===== src/rtl/flex_updown_counter.sv =====
`default_nettype none
// ============================================================================
// Module      : flex_updown_counter
// Description : Up/down counter with programmable terminal value, registered
//               terminal flag, one-cycle wrap pulse and saturating wrap tally.
//               Optional load port pair enabled by defining FLEX_CNT_LOAD_EN.
// Revision    : 1.0 - initial release
// ============================================================================
module flex_updown_counter #(
    parameter int NUM_CNT_BITS = 4,
    parameter int WRAP_BITS    = 8
) (
    input  logic                    clk,
    input  logic                    rst,
    input  logic                    clear,
    input  logic                    count_enable,
    input  logic                    count_down,
    input  logic [NUM_CNT_BITS-1:0] rollover_val,
`ifdef FLEX_CNT_LOAD_EN
    input  logic                    load,
    input  logic [NUM_CNT_BITS-1:0] load_val,
`endif
    output logic [NUM_CNT_BITS-1:0] count_out,
    output logic                    rollover_flag,
    output logic                    wrap_pulse,
    output logic [WRAP_BITS-1:0]    wrap_cnt
);

    localparam logic [NUM_CNT_BITS-1:0] c_one  = NUM_CNT_BITS'(1);
    localparam logic [NUM_CNT_BITS-1:0] c_zero = '0;

    logic [NUM_CNT_BITS-1:0] r_count;
    logic                    r_flag;
    logic                    r_pulse;
    logic [WRAP_BITS-1:0]    r_wrap_cnt;

    logic [NUM_CNT_BITS-1:0] w_step_count;
    logic                    w_step_wrap;
    logic                    w_step_flag;
    logic                    w_wrap_sat;

    // Terminal for the direction in force at this edge; a zero terminal never flags.
    function automatic logic flag_of(input logic [NUM_CNT_BITS-1:0] val,
                                     input logic                    down,
                                     input logic [NUM_CNT_BITS-1:0] term);
        return (term != c_zero) && (down ? (val == c_one) : (val == term));
    endfunction

    always_comb begin
        w_step_count = r_count;
        w_step_wrap  = 1'b0;
        if (rollover_val == c_zero) begin
            w_step_count = c_zero;
        end else if (!count_down) begin
            if (r_count >= rollover_val) begin
                w_step_count = c_one;
                w_step_wrap  = 1'b1;
            end else begin
                w_step_count = r_count + c_one;
            end
        end else begin
            // From 0 the first down step just loads the terminal, not a wrap.
            if (r_count <= c_one) begin
                w_step_count = rollover_val;
                w_step_wrap  = (r_count == c_one);
            end else begin
                w_step_count = r_count - c_one;
            end
        end
        w_step_flag = flag_of(w_step_count, count_down, rollover_val);
        w_wrap_sat  = &r_wrap_cnt;
    end

    always_ff @(posedge clk) begin
        if (rst) begin
            r_count    <= c_zero;
            r_flag     <= 1'b0;
            r_pulse    <= 1'b0;
            r_wrap_cnt <= '0;
        end else if (clear) begin
            r_count <= c_zero;
            r_flag  <= 1'b0;
            r_pulse <= 1'b0;
`ifdef FLEX_CNT_LOAD_EN
        end else if (load) begin
            r_count <= load_val;
            r_flag  <= flag_of(load_val, count_down, rollover_val);
            r_pulse <= 1'b0;
`endif
        end else if (count_enable) begin
            r_count <= w_step_count;
            r_flag  <= w_step_flag;
            r_pulse <= w_step_wrap;
            if (w_step_wrap && !w_wrap_sat) begin
                r_wrap_cnt <= r_wrap_cnt + WRAP_BITS'(1);
            end
        end else begin
            r_pulse <= 1'b0;
        end
    end

    assign count_out     = r_count;
    assign rollover_flag = r_flag;
    assign wrap_pulse    = r_pulse;
    assign wrap_cnt      = r_wrap_cnt;

endmodule
`default_nettype wire


===== config.mk =====
export PLATFORM = sky130hd
export DESIGN_NAME = flex_updown_counter
export DESIGN_NICKNAME = d
export VERILOG_FILES = /design/src/rtl/flex_updown_counter.sv
export SDC_FILE = /design/constraint.sdc
export NUM_CORES = 1
export LEC_CHECK = 0
export BUFFER_PORTS_ARGS = -buffer_cell sky130_fd_sc_hd__buf_2
export CORE_ASPECT_RATIO = 1.4
export CORE_MARGIN = 2
export CORE_UTILIZATION = 51
export CTS_BUF_LIST = sky130_fd_sc_hd__clkbuf_8
export DETAILED_ROUTE_END_ITERATION = 16
export PLACE_DENSITY_LB_ADDON = 0.08
export SYNTH_ARGS = -nofsm -noshare
export SYNTH_HDL_FRONTEND = slang
export SYNTH_SLANG_ARGS = --single-unit

===== constraint.sdc =====
create_clock -name clk -period 2 [get_ports clk]
set_input_delay 0.2 -clock clk [delete_from_list [all_inputs] [get_ports clk]]
set_output_delay 0.2 -clock clk [all_outputs]
set_load 0.01 [all_outputs]

-- Word level (Yosys, flattened, before mapping)
Index checks and enable logic that the tools add are counted.
- memories kept: 0
- input port bits: 9
- memory bits (writable): 0
- output and inout port bits: 14
- bits in latches: 0
- register bits: 14
- bits in read-only memories: 0
- word-level logic and storage cells: 32
- eq/ne operators: 3
- order comparisons: 2
- $add $sub $neg: 3
- bitwise gates (word level): 2
- div/mod/pow operators: 0
- reductions and logical operators: 9
- $mul: 0
- shift-type cells: 0
- multiplexer cells: 9
- operators by type and width (operator ; count):
    4-bit two-way mux ; 4
    8-bit by 1-bit adder with 8-bit output (second input constant) ; 1
    4-bit by 1-bit == test with 1-bit output (second input constant) ; 2
    8-bit AND reduction ; 1
    1-bit two-way mux ; 5
    4-bit by 1-bit adder with 4-bit output (second input constant) ; 1
    4-bit == test ; 1
    4-bit >= comparator ; 1
    4-bit by 1-bit <= comparator with 1-bit output (second input constant) ; 1
    4-bit zero test ; 1
    4-bit nonzero test ; 1
    4-bit by 1-bit subtractor with 4-bit output (second input constant) ; 1
    3-bit AND reduction ; 1
    3-bit OR reduction ; 1
    1-bit logical AND ; 2
    1-bit NOT ; 2
    2-bit OR reduction ; 1
    1-bit zero test ; 1

-- Depth between registers and ports, before layout
Gate-level depths: netlist of run 1.
- depth after elaboration: 7
- depth in mapped cells: 9
- gate-level depth less buffers: 8

-- Least setup slack after synthesis of run 1
No wires, ideal clock.
- kind: register to register
- start: register r_count[0] (netlist: count_out[0])
- end: register r_wrap_cnt[3] (netlist: wrap_cnt[3])
- data required time: 1.930 ns
- setup time: 0.070 ns
- period minus slack after synthesis: 2.242 ns
- cell stages (with the launch flop): 7
- path slack: -0.242 ns
- data arrival time: 2.171 ns
- path buffers: 0
- cell sequence: dfxtp_1 > ha_1 > or3b_4 > a2111oi_4 > o211ai_4 > or3_1 > a21oi_1
- word-level cells in the longest chain between the ends: 6
- elaborated cells on any way between the ends: 9
- those cells by class: order compare: 2; eq/ne: 1; mux: 4; reduce/logical: 2
- ends and longest elaborated chain (what ; RTL line ; source):
    start, declared ; 32 ; logic [NUM_CNT_BITS-1:0] r_count;
    start signal, assigned ; 76 ; r_count <= c_zero;
    start signal, assigned ; 81 ; r_count <= c_zero;
    start signal, assigned ; 91 ; r_count <= w_step_count;
    4-bit >= comparator, or another cell as far along ; 55 ; if (r_count >= rollover_val) begin
    1-bit two-way mux (on tied branches) ; 55, 63 ;
    1-bit two-way mux (*) ; 54 ; end else if (!count_down) begin
    1-bit two-way mux (*) ; 52 ; if (rollover_val == c_zero) begin
    1-bit logical AND (*) ; 94 ; if (w_step_wrap && !w_wrap_sat) begin
    3-bit AND reduction (no line) (*) ; n/a ;
    end signal, assigned ; 95 ; r_wrap_cnt <= r_wrap_cnt + WRAP_BITS'(1);
    end, declared ; 35 ; logic [WRAP_BITS-1:0] r_wrap_cnt;
Every way passes the cells marked *; elsewhere a longest branch is shown, timed or not.
A chain may end at the register's enable or synchronous reset.

-- Worst setup path in the final report of run 1
- start: register r_count[3] (netlist: count_out[3])
- end: register r_flag (netlist: rollover_flag)
- word-level cells in the longest chain between the ends: 7
- elaborated cells on any way between the ends: 12
- those cells by class: add/sub: 2; order compare: 2; eq/ne: 2; mux: 5; reduce/logical: 1
- ends and longest elaborated chain (what ; RTL line ; source):
    4-bit by 1-bit adder with 4-bit output, or another cell as far along ; 59 ; w_step_count = r_count + c_one;
    4-bit two-way mux (on tied branches) ; 55, 63 ;
    4-bit two-way mux (*) ; 54 ;
    4-bit two-way mux (*) ; 52 ;
    4-bit == test or 4-bit by 1-bit == test with 1-bit output (tied branches) ; 46 ; return (term != c_zero) && (down ? (val == c_one) : (val == term));
    1-bit two-way mux (*) ; 46 ;
    1-bit logical AND (*) ; 46 ;
    end signal, assigned ; 92 ; r_flag <= w_step_flag;
    end, declared ; 33 ; logic r_flag;
Marked as above.

==> results of run 1 <==
## synth_stat cells, types with 3 or more instances
| library cell | instances | area (sq um) |
|---|---|---|
| nor2b_1 | 3 | 18.8 |
| a211oi_1 | 3 | 22.5 |
| o21ai_0 | 6 | 30.0 |
| nor3_2 | 4 | 40.0 |
| a21oi_1 | 5 | 25.0 |
| xnor2_1 | 7 | 61.3 |
| nor2_1 | 17 | 63.8 |
| nand2_1 | 8 | 30.0 |
| dfxtp_1 | 14 | 280 |
| inv_1 | 9 | 33.8 |
| nand3_1 | 5 | 25.0 |
| ha_1 | 8 | 100 |
| o211ai_1 | 4 | 30.0 |
## kinds of logic (layout without fill, tap and decap cells)
| group | after synthesis | after routing | share of synthesized area [%] |
|---|---|---|---|
| multiplexers | 2 | 2 | 1.82 |
| XOR/XNOR | 9 | 9 | 7.15 |
| adder cells (fa/ha/maj) | 8 | 8 | 9.08 |
| AO/OA/AOI/OAI | 36 | 36 | 25.8 |
| buffers and inverters | 14 | 69 | 5.45 |
| AND/OR/NAND/NOR | 52 | 52 | 25.3 |
| flip-flops | 14 | 14 | 25.4 |
## registers in the layout, summed over array words and instances, names as in the netlist
signal and count:
count_out 4, rollover_flag 1, wrap_cnt 8, wrap_pulse 1
## metrics by stage
step	total power [W]	TNS, ns	setup slack [ns]
after CTS	0.000705	-0.351	-0.0930
after floorplan	0.000390	0	0.0101
after detailed placement	0.000471	-0.377	-0.109
after global routing	0.000753	-1.05	-0.196
final	0.000719	-0.391	-0.102
after global placement	0.000464	-0.0527	-0.0196
## metal layers
metal	up-vias	wire length, um	track usage [%]
met5	-	0	0
met4	0	175	21.2
met3	20	196	3.35
met2	65	1960	57.1
met1	585	1250	29.7
li1	603	-	-
## power breakdown
| part | leakage, nW | internal [W] | switching (W) |
|---|---|---|---|
| clock network | 0.0269 | 0.000136 | 0.0000960 |
| logic | 0.540 | 0.0000937 | 0.000107 |
| registers | 0.115 | 0.000282 | 0.00000473 |
| total | 0.681 | 0.000511 | 0.000208 |
## timing repair
item,in CTS,in global routing
buffers inserted,1,5
endpoints found under the setup margin,9,11
gates resized for setup,4,5
pin swaps,3,5
## area by class of cell
class                           count  area (sq um)
Clock buffer                        3          41.3
Clock inverter                      1          3.75
Fill cell                         145           420
Inverter                           10          37.5
Multi-Input combinational cell    107           815
Sequential cell                    14           288
Tap cell                           21          26.3
Timing Repair Buffer               55           365
## worst max-delay path by stage
| stage | start | to | slack [ns] | cells past startpoint |
|---|---|---|---|---|
| after global placement | count_out[0]$_SDFFE_PP0P_ | wrap_cnt[5]$_SDFFE_PP0P_ | -0.02 | 8 |
| final | count_out[3]$_SDFFE_PP0P_ | rollover_flag$_SDFFE_PP0P_ | -0.10 | 8 |
| after CTS | count_out[0]$_SDFFE_PP0P_ | wrap_cnt[3]$_SDFFE_PP0P_ | -0.09 | 7 |
| after detailed placement | count_out[3]$_SDFFE_PP0P_ | rollover_flag$_SDFFE_PP0P_ | -0.11 | 8 |
| after floorplan | count_out[1]$_SDFFE_PP0P_ | wrap_cnt[3]$_SDFFE_PP0P_ | 0.01 | 7 |
| after global routing | count_out[3]$_SDFFE_PP0P_ | rollover_flag$_SDFFE_PP0P_ | -0.20 | 8 |
==> impl_metrics.tcl, run 1 <==
set metrics [dict create \
    worst_hold_startpoint "rst" \
    wirelength_um 3580 \
    async_flop_share_pct 0 \
    cp-start-kind "flop" \
    yosys_warnings 0 \
    syn_avg_cell_area_sq_um 8.17 \
    grt.total_usage_pct 30.3 \
    fin_crit_sh_pct 105 \
    r2r_start "count_out[3]$_SDFFE_PP0P_" \
    vias 1273 \
    synth_seq_cells 14 \
    drc 0 \
    ant_nets 0 \
    r2r_slack_ns -0.10 \
    syn_inst 135 \
    cp_data_arrival_time_ns 2.22 \
    holdPathEnd "wrap_cnt[3]$_SDFFE_PP0P_" \
    p_leak_nw 0.681 \
    required_ns 2.12 \
    path_buf_inv 2 \
    ys.flop_type "dfxtp_1" \
    yosysSeqAreaShare_pct 25.4 \
    grt_overflow_total 0 \
    rows 19 \
    peakVddDrop_mv 0.482 \
    cts.sinks 14 \
    maxClockFrequency_mhz 476 \
    drive_gt1_share_pct 41.6 \
    ctsLongestPathBuffers 2 \
    cts_hold_buffers 0 \
    layout_commonest_cell "buf_4" \
    dr.pass1.iters 4 \
    timing.final.max_slew_violations 0 \
    cts_tree "done" \
    area_growth_pct 43.0 \
    p_per_area_nw_per_um2 456 \
    hold_ws_ns 0.253 \
    period_needed_ns 2.10 \
    max_cap_violations 0 \
    final_cell_mix "buf_4, buf_2, nor2_1" \
    layout.nets 208 \
    core_sq_um 2000 \
    placed_cells 201 \
    cts_buffers 3 \
    crit_path_end_kind "flop" \
    numPortBuffers 22 \
    instances_no_fill 211 \
    grt_pass1_vias 1311 \
    synth_edf_count 0 \
    htree_num_levels 1 \
    drtIter0Drc 44 \
    worstMarginPinSlew_ns 0.438 \
    grt_max_degree 12 \
    n_antenna_cell 0 \
    io_pins 23 \
    relSlewSlack_pct 70.7 \
    synth_nets 152 \
    finClkSkew_ns 0.00255 \
    syn_area_sq_um 1100 \
    cp_max_fo 4 \
    crit_chain "buf_4 > or2_1 > or2_1 > buf_4 > o221a_1 > o2111a_1 > o21bai_1 > a211oi_1" \
    cts-root-buf "clkbuf_8" \
    crit_type "reg -> reg" \
    hold_viol 0 \
    initial_core_util_pct 55.2 \
    place_area_sq_um 1450 \
    outcome "finished, violations left" \
    hold_class "in -> reg" \
    setup_violations 7 \
    ys_types 45 \
    design_area_sq_um 1580 \
    cts.clk_slew.worst_paths_ns 0.05 \
    die_x_um 43.3 \
    antenna_found_initial 0 \
    clock_latency_ns 0.24 \
    place_congestion 0.994 \
    max_stage_delay_ns 0.34 \
    wl_per_cell_um 17.0 \
    hold_path_depth 2 \
    reg2reg_depth 8 \
    violations "negative setup slack" \
    cp_top_family "compound AO/OA/AOI/OAI gates" \
    dp_hpwl_um 2710 \
    die_h_um 59.0 \
    layout_setup_ws_ns -0.102 \
    dieArea_sq_um 2550 \
    final_util_pct 78.9 \
    slowest_stage "dfxtp_1" \
    reg2reg_to "rollover_flag$_SDFFE_PP0P_" \
    via_per_inst 6.03 \
    grt_pass1_wl_um 5820 \
    rsz0062_at_grt "true" \
]
(Power assumes the default switching activity.)
==> run 2, diff against run 1 <==
Settings changed: CORE_MARGIN 2 to 8.
Clock period 2 ns to 1.9 ns, I/O delays scaled along.
==> run 2 against run 1 <==
Compared with the run above:
- the run still ends with negative setup slack left
- utilization decreased by 4.1 points
- sequential cell count stayed put
- cell count shrank 1.9%
- die area rose by 54%
- clock skew about the same
- largest power group unchanged
==> impl_metrics.tcl, run 2 (synthesized netlist as in run 1, its figures left out) <==
set metrics [dict create \
    grt_pass1_wl_um 5640 \
    ant_nets 0 \
    cp_data_arrival_time_ns 2.22 \
    grt_overflow_total 0 \
    worstMarginPinSlew_ns 0.379 \
    hold_viol 0 \
    cts_buffers 3 \
    relSlewSlack_pct 74.5 \
    maxClockFrequency_mhz 491 \
    slowest_stage "or3b_4" \
    violations "negative setup slack" \
    outcome "finished, violations left" \
    cp-start-kind "flop" \
    io_pins 23 \
    cp_max_fo 8 \
    hold_class "in -> reg" \
    swShare_pct 29.0 \
    layout.nets 203 \
    use_met2_pct 30.9 \
    rsz0062_at_grt "true" \
    final_cell_mix "buf_4, buf_2, nor2_1" \
    htree_num_levels 1 \
    finClkSkew_ns 0.00298 \
    fin_crit_sh_pct 107 \
    met1_usage_pct 15.9 \
    drive_gt1_share_pct 43.8 \
    dr.pass1.iters 4 \
    vias 1242 \
    drc 0 \
    layout_commonest_cell "buf_4" \
    area_growth_pct 42.8 \
    numPortBuffers 22 \
    rows 20 \
    dp_hpwl_um 2780 \
    wl_per_cell_um 16.6 \
    wirelength_um 3430 \
    via_per_inst 6.00 \
    cts_hold_buffers 0 \
    required_ns 2.08 \
    initial_core_util_pct 52.4 \
    largest_register_ffs 8 \
    grt.busiest_layer "met2" \
    cts.sinks 14 \
    core_sq_um 2100 \
    antenna_found_initial 0 \
    drtIter0Drc 60 \
    crit_type "reg -> reg" \
    crit_path_end_kind "flop" \
    worst_hold_startpoint "rst" \
    use_met3_pct 3.58 \
    internal_power_w 0.000538 \
    p_leak_nw 0.654 \
    final_util_pct 74.9 \
    die_x_um 55.3 \
    layout_setup_ws_ns -0.137 \
    cts-root-buf "clkbuf_8" \
    dieArea_sq_um 3930 \
    fillers 166 \
    clock_latency_ns 0.24 \
    n_antenna_cell 0 \
    ctsLongestPathBuffers 2 \
    die_h_um 71.0 \
    cts_tree "done" \
    instances_no_fill 207 \
    placed_cells 202 \
    grt_pass1_vias 1313 \
    period_needed_ns 2.04 \
    timing.final.max_slew_violations 0 \
    p_per_area_nw_per_um2 481 \
    setup_violations 9 \
    clockPowerShare_pct 32.2 \
    max_stage_delay_ns 0.39 \
    place_congestion 0.922 \
    switchingPower_w 0.000219 \
    max_cap_violations 0 \
    pre_cts_slack_ns -0.171 \
    peakVddDrop_mv 0.526 \
    crit_chain "inv_4 > ha_4 > or3b_4 > a2111oi_4 > o211ai_4 > or3_1 > a21oi_2" \
    seqPwrFrac_pct 40.0 \
    grt.total_usage_pct 17.4 \
    crit_start "count_out[1]$_SDFFE_PP0P_" \
    r2r_start "count_out[1]$_SDFFE_PP0P_" \
    cts.clk_slew.worst_paths_ns 0.06 \
    grt_max_degree 12 \
    p_comb_share_pct 27.8 \
]
run 2: path summary, 6_finish.rpt:
kind | endpoint | slack (ns) | depth (start not counted)
setup / recovery | wrap_cnt[3]$_SDFFE_PP0P_ | -0.14 | 7
setup reg to reg | wrap_cnt[3]$_SDFFE_PP0P_ | -0.14 | 7
hold / removal | wrap_cnt[3]$_SDFFE_PP0P_ | 0.23 | 2
hold reg to reg | wrap_cnt[7]$_SDFFE_PP0P_ | 0.53 | 2
run 2: metal layers:
metal,up-vias,part of all wire (%)
li1,594,-
met1,579,36
met2,52,53
met3,17,5.4
met4,0,5.7
met5,-,0
run 2: power by group through the flow:
stage | clock (W) | combinational, W | sequential [W]
final | 0.000244 | 0.000210 | 0.000303
after global placement | 0 | 0.000185 | 0.000308
after detailed placement | 0 | 0.000188 | 0.000308
after floorplan | 0 | 0.0000997 | 0.000312
after global routing | 0.000265 | 0.000227 | 0.000303
after CTS | 0.000251 | 0.000191 | 0.000302
run 2: what timing repair did:
item | in CTS | in global routing
pin swaps | 0 | 6
resized for setup | 4 | 12
cloned | 0 | 0
setup buffers | 0 | 1
endpoints found under the setup margin | 10 | 12
run 2: cell type report:
type / instances / area (sq um) / share of cell area [%]
multi-input combinational: 107 / 845 / 53.7
timing repair buffer: 50 / 328 / 20.8
sequential: 14 / 289 / 18.4
clock buffer: 3 / 41.3 / 2.62
inverter: 10 / 40.0 / 2.54
tap: 22 / 27.5 / 1.75
clock inverter: 1 / 3.75 / 0.238
run 2: worst max-delay path: cells and delay by family, from the launching register on:
family / cells / cell delay (ns)
AO/OA/AOI/OAI: 3 / 0.69
adder cells (fa/ha/maj): 1 / 0.12
buffers and inverters: 1 / 0.06
flip-flops: 1 / 0.36
AND/OR/NAND/NOR: 2 / 0.75
run 2: per-stage QoR:
stage	TNS, ns	hold WS (ns)	instance area (sq um)	total power [W]
4_1_cts	-0.941	0.241	1520	0.000745
3_3_place_gp	-0.674	0.487	1460	0.000494
2_1_floorplan	-0.193	0.329	1140	0.000412
5_1_grt	-1.53	0.247	1570	0.000795
6_report	-0.637	0.235	1570	0.000757
3_5_place_dp	-0.949	0.499	1460	0.000497
==> run 3, diff against run 2 <==
Settings changed: ABC_AREA from default to 1, SETUP_SLACK_MARGIN from default to 0.15.
==> run 3 against run 2 <==
Compared with the run above:
- the run now ends clean
- critical path depth increased by 4
- register-to-register slack better by 0.32 ns
- fmax increased by 18%
- first-iteration DRC count is 15% lower
- total power increased by 5.6%
- sequential power up 2%
- worst setup slack gained 0.32 ns
- non-clock buffer count decreased by 17
- combinational power rose by 16%
- largest cell class unchanged
==> impl_metrics.tcl, run 3 <==
set metrics [dict create \
    outcome "completed" \
    fillers 186 \
    syn_inst 181 \
    ys.flop_type "dfxtp_1" \
    fin_crit_sh_pct 90.6 \
    n_antenna_cell 0 \
    max_cap_violations 0 \
    period_needed_ns 1.72 \
    rsz0062_at_grt "true" \
    syn_avg_cell_area_sq_um 6.57 \
    synth_top_area_share_pct 23.6 \
    crit_path_end_kind "flop" \
    grt_pass1_vias 1236 \
    htree_num_levels 1 \
    antenna_found_initial 0 \
    yosysSeqAreaShare_pct 23.6 \
    rows 20 \
    area_growth_pct 30.9 \
    yosysMostFrequentCell "nand2_1" \
    layout_commonest_cell "nand2_1" \
    crit_start "count_out[1]$_SDFFE_PP0P_" \
    via_per_inst 5.65 \
    synth_edf_count 0 \
    synth_area_leader_cell "dfxtp_1" \
    peakVddDrop_mv 0.290 \
    layout.nets 233 \
    p_leak_nw 0.777 \
    cts_buffers 3 \
    cts.clk_slew.worst_paths_ns 0.06 \
    synth_nets 198 \
    wl_per_cell_um 15.5 \
    dieArea_sq_um 4150 \
    setup_violations 0 \
    setup_tns_ns 0 \
    synth_common_cells "nand2_1, inv_1, nand3_1" \
    die_h_um 73.1 \
    maxClockFrequency_mhz 581 \
    cp_data_arrival_time_ns 1.90 \
    yosys_warnings 0 \
    relSlewSlack_pct 73.7 \
    synth_seq_cells 14 \
    finClkSkew_ns 0.00454 \
    final_util_pct 70.7 \
    cts.sinks 14 \
    synth.area.top_cells "dfxtp_1, nand2_1, inv_1, ha_1, nand3_1" \
    r2r_start "count_out[1]$_SDFFE_PP0P_" \
    syn_area_sq_um 1190 \
    async_flop_share_pct 0 \
    hold_class "in -> reg" \
    largest_register_ffs 8 \
    ctsLongestPathBuffers 2 \
    drtIter0Drc 51 \
    drc 0 \
    grt_max_degree 11 \
    core_sq_um 2200 \
    initial_core_util_pct 54.0 \
    final_cell_mix "nand2_1, inv_1, buf_2" \
    timing.final.max_slew_violations 0 \
    cp-start-kind "flop" \
    clock_latency_ns 0.25 \
    grt_pass1_wl_um 5200 \
    die_x_um 56.8 \
    ant_nets 0 \
    cts-root-buf "clkbuf_8" \
    dp_hpwl_um 2530 \
    grt.total_usage_pct 15.4 \
    place_congestion 0.974 \
    io_pins 23 \
    grt_overflow_total 0 \
    dr.pass1.iters 4 \
    cts_tree "done" \
    worstMarginPinSlew_ns 0.392 \
    crit_type "reg -> reg" \
    p_per_area_nw_per_um2 513 \
    numPortBuffers 22 \
    hold_viol 0 \
    wirelength_um 3650 \
    cp_max_fo 8 \
    required_ns 2.07 \
    drive_gt1_share_pct 33.6 \
    worst_hold_startpoint "count_enable" \
    ys_types 30 \
    vias 1334 \
]
[run 3: changes by cell type after synthesis, sizes merged, moves of 3 or more]
cell   change
or2        -4
xnor2      -5
nand3     +16
a21oi      +9
nand2     +41
inv       +21
o21ai      -4
nand4      +3
nor2       -5
nor2b      -3
[run 3: routing by layer]
layer,GRT usage [%],share of wire (%),wire length [um]
met5,0,0,0
met4,11.8,4.6,167
met3,3.48,4.3,155
met2,27.3,55,2000
met1,15.0,36,1330
[run 3: cell families after synthesis]
family,synth area share [%]
xor+xnor,3.68
flops,23.6
compound gates,12.5
buf+inv,11.7
fa+ha+maj,8.42
simple gates,40.1
[run 3: per-stage QoR]
stage                     std cells  cell area (sq um)  worst slack, ns  hold slack [ns]  total power, W
after global placement          228               1350            0.161            0.453        0.000503
after floorplan                 181               1190            0.214            0.276        0.000450
final                           236               1560            0.179            0.208        0.000799
after global routing            236               1560           0.0881            0.216        0.000843
after detailed placement        228               1350            0.118            0.462        0.000507
after CTS                       231               1400            0.167            0.196        0.000752
[run 3: what timing repair did]
action                                 CTS  global route
cloned                                   0             0
endpoints found under the hold margin    0             0
setup endpoints to repair                1            10
hold buffers                             0             0
setup buffers                            0             5
gates resized for setup                  2            31
pin swaps                                0            11
[run 3: power breakdown]
group	switching, W	total, W	internal, W
registers	0.00000761	0.000309	0.000301
logic	0.000149	0.000244	0.0000948
clock network	0.000106	0.000246	0.000140
total	0.000263	0.000799	0.000536
[run 3: layout make-up]
type | instances | area, sq um | share of cell area [%]
Timing Repair Buffer | 33 | 200 | 12.9
Multi-Input combinational cell | 133 | 882 | 56.7
Sequential cell | 14 | 284 | 18.2
Clock buffer | 3 | 41.3 | 2.65
Inverter | 31 | 121 | 7.80
Tap cell | 22 | 27.5 | 1.77
[run 3: worst paths after layout]
path / slack (ns) / to / depth (start not counted)
setup / recovery: 0.18 / rollover_flag$_SDFFE_PP0P_ / 11
hold / removal: 0.21 / count_out[1]$_SDFFE_PP0P_ / 2
setup reg to reg: 0.18 / rollover_flag$_SDFFE_PP0P_ / 11
hold reg to reg: 0.46 / rollover_flag$_SDFFE_PP0P_ / 2
[run 3: critical path: stages (launching register included)]
cell      delay (ns)
dfxtp_2         0.38
inv_1           0.12
ha_4            0.21
o211ai_1        0.18
nand3_1         0.14
nand2_2         0.12
nand2_2         0.07
nand2_1         0.07
nand2_1         0.05
nor2_1          0.10
nand2_1         0.06
a21oi_1         0.13
